$ cat config.mk
export PLATFORM = sky130hd
export DESIGN_NAME = cond_logic
export DESIGN_NICKNAME = d
export VERILOG_FILES = /design/src/rtl/cond_logic.sv
export SDC_FILE = /design/constraint.sdc
export NUM_CORES = 1
export LEC_CHECK = 0
export CORE_MARGIN = 5
export CORE_UTILIZATION = 33
export CTS_CLUSTER_SIZE = 25
export DETAILED_ROUTE_END_ITERATION = 12
export PLACE_DENSITY = 0.69
export SYNTH_ARGS = -nofsm -noshare
export SYNTH_HDL_FRONTEND = slang
export SYNTH_SLANG_ARGS = --single-unit
$ cat constraint.sdc
create_clock -name clk -period 2.7 [get_ports clk]
set_clock_uncertainty 0.2 [all_clocks]
set_input_delay 0.27 -clock clk [delete_from_list [all_inputs] [get_ports clk]]
set_output_delay 0.27 -clock clk [all_outputs]
set_load 0.01 [all_outputs]
$ cat src/rtl/cond_logic.sv
// Conditional-execution stage: evaluates Cond against stored NZCV flags, gates
// decoder controls, and registers them. Define COND_STATS_EN to add fire/squash counters.
module cond_logic (
  input  logic        clk,
  input  logic        rst_n,
  input  logic        Valid_i,
  input  logic        Stall,
  input  logic        Flush,
  input  logic [3:0]  Cond,
  input  logic [3:0]  ALUFlags,
  input  logic [1:0]  FlagW,
  input  logic        PCS,
  input  logic        RegW,
  input  logic        MemW,
  output logic        CondEx,
  output logic        PCSrc,
  output logic        RegWrite,
  output logic        MemWrite,
  output logic        Valid_o,
  output logic [3:0]  Flags
`ifdef COND_STATS_EN
  ,
  output logic [15:0] ExecCount,
  output logic [15:0] SquashCount
`endif
);

  function automatic logic cond_pass(input logic [3:0] cond, input logic [3:0] nzcv);
    logic n, z, c, v;
    n = nzcv[3];
    z = nzcv[2];
    c = nzcv[1];
    v = nzcv[0];
    case (cond)
      4'd0:    cond_pass = z;
      4'd1:    cond_pass = ~z;
      4'd2:    cond_pass = c;
      4'd3:    cond_pass = ~c;
      4'd4:    cond_pass = n;
      4'd5:    cond_pass = ~n;
      4'd6:    cond_pass = v;
      4'd7:    cond_pass = ~v;
      4'd8:    cond_pass = c & ~z;
      4'd9:    cond_pass = ~c | z;
      4'd10:   cond_pass = (n == v);
      4'd11:   cond_pass = (n != v);
      4'd12:   cond_pass = ~z & (n == v);
      4'd13:   cond_pass = z | (n != v);
      default: cond_pass = 1'b1;
    endcase
  endfunction

  logic cond_ex_s;
  logic fire_s;
  logic squash_s;
  logic advance_s;

  // Condition evaluation always uses the flags stored before this edge.
  always_comb begin
    cond_ex_s = cond_pass(Cond, Flags);
    advance_s = ~Stall & ~Flush;
    fire_s    = Valid_i & cond_ex_s & advance_s;
    squash_s  = Valid_i & ~cond_ex_s & advance_s;
  end

  assign CondEx = cond_ex_s;

  // Output stage: flush clears, stall holds, otherwise load gated controls.
  always_ff @(posedge clk or negedge rst_n) begin
    if (!rst_n) begin
      Valid_o  <= 1'b0;
      PCSrc    <= 1'b0;
      RegWrite <= 1'b0;
      MemWrite <= 1'b0;
    end else if (Flush) begin
      Valid_o  <= 1'b0;
      PCSrc    <= 1'b0;
      RegWrite <= 1'b0;
      MemWrite <= 1'b0;
    end else if (!Stall) begin
      Valid_o  <= Valid_i;
      PCSrc    <= PCS  & cond_ex_s & Valid_i;
      RegWrite <= RegW & cond_ex_s & Valid_i;
      MemWrite <= MemW & cond_ex_s & Valid_i;
    end
  end

  // Flag register: N,Z and C,V halves are written independently, only on fire.
  always_ff @(posedge clk or negedge rst_n) begin
    if (!rst_n) begin
      Flags <= 4'b0000;
    end else if (fire_s) begin
      if (FlagW[1]) Flags[3:2] <= ALUFlags[3:2];
      if (FlagW[0]) Flags[1:0] <= ALUFlags[1:0];
    end
  end

`ifdef COND_STATS_EN
  // Statistics counters wrap naturally at 16 bits.
  always_ff @(posedge clk or negedge rst_n) begin
    if (!rst_n) begin
      ExecCount   <= 16'd0;
      SquashCount <= 16'd0;
    end else begin
      if (fire_s)   ExecCount   <= ExecCount + 16'd1;
      if (squash_s) SquashCount <= SquashCount + 16'd1;
    end
  end
`endif

endmodule

==> impl_metrics.json <==
{
  "synth_area_sq_um": 515,
  "core_area_sq_um": 1490,
  "diodes": 0,
  "pin_count": 27,
  "maxSlewHeadroom_pct": 75.7,
  "ys_seq_elements": 8,
  "drcViolationCount": 0,
  "final_cells": 102,
  "clk_latency_ns": 0.25,
  "max_freq_mhz": 403,
  "period_share_pct": 91.8,
  "cts_setup_buffers": 0,
  "worstMarginPinSlew_ns": 0.363,
  "cts.htree.levels": 1,
  "cp-start-kind": "primary input",
  "fillers": 147,
  "hp-class": "primary input to async pin",
  "post-place-ws_ns": -0.00300,
  "layout_min_cycle_time_ns": 2.48,
  "worst_ep_arrival_time_ns": 2.01,
  "async_flop_share_pct": 100,
  "peakVddDrop_uv": 285,
  "synth_edf_count": 0,
  "num_vias": 528,
  "yosys_warnings": 0,
  "final_common_cell": "clkdlybuf4s50_1",
  "port_buffers": 26,
  "hold_viol": 0,
  "drtPass1Iterations": 3,
  "start_util_pct": 34.6,
  "post_cts_resized": 2,
  "gp_congestion": 0.850,
  "fp.dieH_microns": 49.5,
  "cap_violations": 0,
  "rsz0062_at_grt": "no",
  "crit_path_max_incr_delay_ns": 0.57,
  "crit_slowest_cell": "clkdlybuf4s50_1",
  "track_usage_pct": 11.7,
  "ys_types": 26,
  "finalMaxSlewViolations": 0,
  "critPathMaxFanout": 6,
  "cts-root-buf": "clkbuf_4",
  "die_area_sq_um": 2450,
  "worstSetupPathType": "primary input to output pin",
  "drt_iter0_markers": 2,
  "cts.sinks": 8,
  "drive_gt1_share_pct": 22.1,
  "leakagePower_nw": 0.369,
  "grt_pass1_vias": 579,
  "synth_flop_cell": "dfrtp_1",
  "synth_cells": 50,
  "grt-ovfl-total": 0,
  "worstPathRequired_ns": 2.23,
  "pwr_density_cell_nw_per_um2": 622,
  "cts_tree": "yes",
  "fin_nets": 106,
  "numCtsBuffers": 3,
  "grt_pass1_wl_mm": 2.28,
  "setup_violations": 0,
  "cts_hold_buf": 0,
  "outcome": "complete, no violations",
  "post-dp-hpwl_mm": 1.15,
  "crit_chain": "clkdlybuf4s50_1, inv_1, buf_4, a21oi_1, o32ai_1, or3_1, dlygate4sd2_1",
  "worstSetupEndpointType": "output pin",
  "drt-wirelength-per-cell_microns": 13.3,
  "wl_mm": 1.36,
  "seq_area_frac_synth_pct": 38.8,
  "antenna_found_initial": 0,
  "vias_per_cell": 5.18,
  "synthToLayoutAreaGrowth_pct": 69.4,
  "row_count": 14,
  "cts.path.max_buffers": 2,
  "die_x_microns": 49.5,
  "clk_pin_slew_ns": 0.05,
  "worst_slack_ns": 0.220,
  "ff2ff_setup_slack_ns": 0.52,
  "layout_common_cells": "clkdlybuf4s50_1, buf_4, dfrtp_1, nand2_1, mux2_2",
  "drtAntennaViolNets": 0,
  "dp_cells": 99,
  "synth_fp_nets": 68,
  "syn_area_per_cell_sq_um": 10.3,
  "grt_max_degree": 9
}
[cells by family (layout without fill, tap and decap cells)]
logic type / Yosys count / after routing / share of synthesized area [%]
buffers and inverters: 4 / 40 / 3.88
multiplexers: 5 / 5 / 10.7
AO/OA/AOI/OAI: 15 / 15 / 24.0
flip-flops: 8 / 8 / 38.8
AND/OR/NAND/NOR: 15 / 15 / 17.5
XOR/XNOR: 3 / 3 / 5.10
[metrics by stage]
step	TNS, ns	hold WS, ns	total power [mW]	instance area [sq um]	utilization [%]
global placement	-0.00264	0.277	0.454	851	57.1
global route	0	0.126	0.584	873	58.7
CTS	0	0.103	0.554	873	58.7
finish	0	0.0991	0.543	873	58.7
detailed placement	-0.00300	0.283	0.464	851	57.1
floorplan	0	-0.226	0.308	515	-
[flip-flops by register name, summed over array words and instances (netlist names)]
name	count
Flags	4
PCSrc	1
MemWrite	1
Valid_o	1
RegWrite	1
[Yosys cell counts, drive strengths merged, types with 2 or more instances]
library cell / n / share of area [%]
nor3b: 2 / 2.9
inv: 2 / 1.5
and2: 3 / 4.1
buf: 2 / 2.4
or3: 2 / 2.4
a21oi: 3 / 2.9
dfrtp: 8 / 39
mux2: 4 / 8.7
o31ai: 2 / 2.9
nand2: 4 / 2.9
xnor2: 2 / 3.4
a32o: 3 / 5.8
o32ai: 2 / 3.4
[area by class of cell]
cell class                 count  area (sq um)  area share [%]
inverter                       2          7.51           0.860
tap                           16          20.0            2.29
timing repair buffer          35           327            37.4
clock buffer                   3          22.5            2.58
sequential                     8           201            23.1
multi-input combinational     38           295            33.8
[critical path, delay by kind of cell]
family / cells / cell delay, ns
buf+inv: 4 / 1.09
compound gates: 2 / 0.24
simple gates: 1 / 0.41
[path summary, 6_finish.rpt]
check                          from        to  cells after the start
setup / recovery            Cond[0]    CondEx                      7
hold / removal                rst_n     PCSrc                      1
setup reg to reg           Flags[3]  Flags[2]                      6
max in group asynchronous     rst_n  Flags[3]                      1
hold reg to reg            MemWrite  MemWrite                      1
min in group clk           MemWrite  MemWrite                      1
[metal layers]
layer | vias up | global-route usage (%) | routed length, microns | part of all wire [%]
met5 | - | 0 | 0 | 0
met4 | 0 | 5.24 | 17 | 1.3
met3 | 4 | 4.52 | 156 | 11
met2 | 23 | 21.4 | 663 | 49
met1 | 237 | 11.2 | 522 | 38
li1 | 264 | - | - | -
[power breakdown]
group | leakage, nW | switching [mW] | internal, mW
registers | 0.102 | 0.0461 | 0.151
logic | 0.253 | 0.0974 | 0.160
clock network | 0.0138 | 0.0374 | 0.0506
total | 0.369 | 0.181 | 0.363
(Power assumes the default switching activity.)
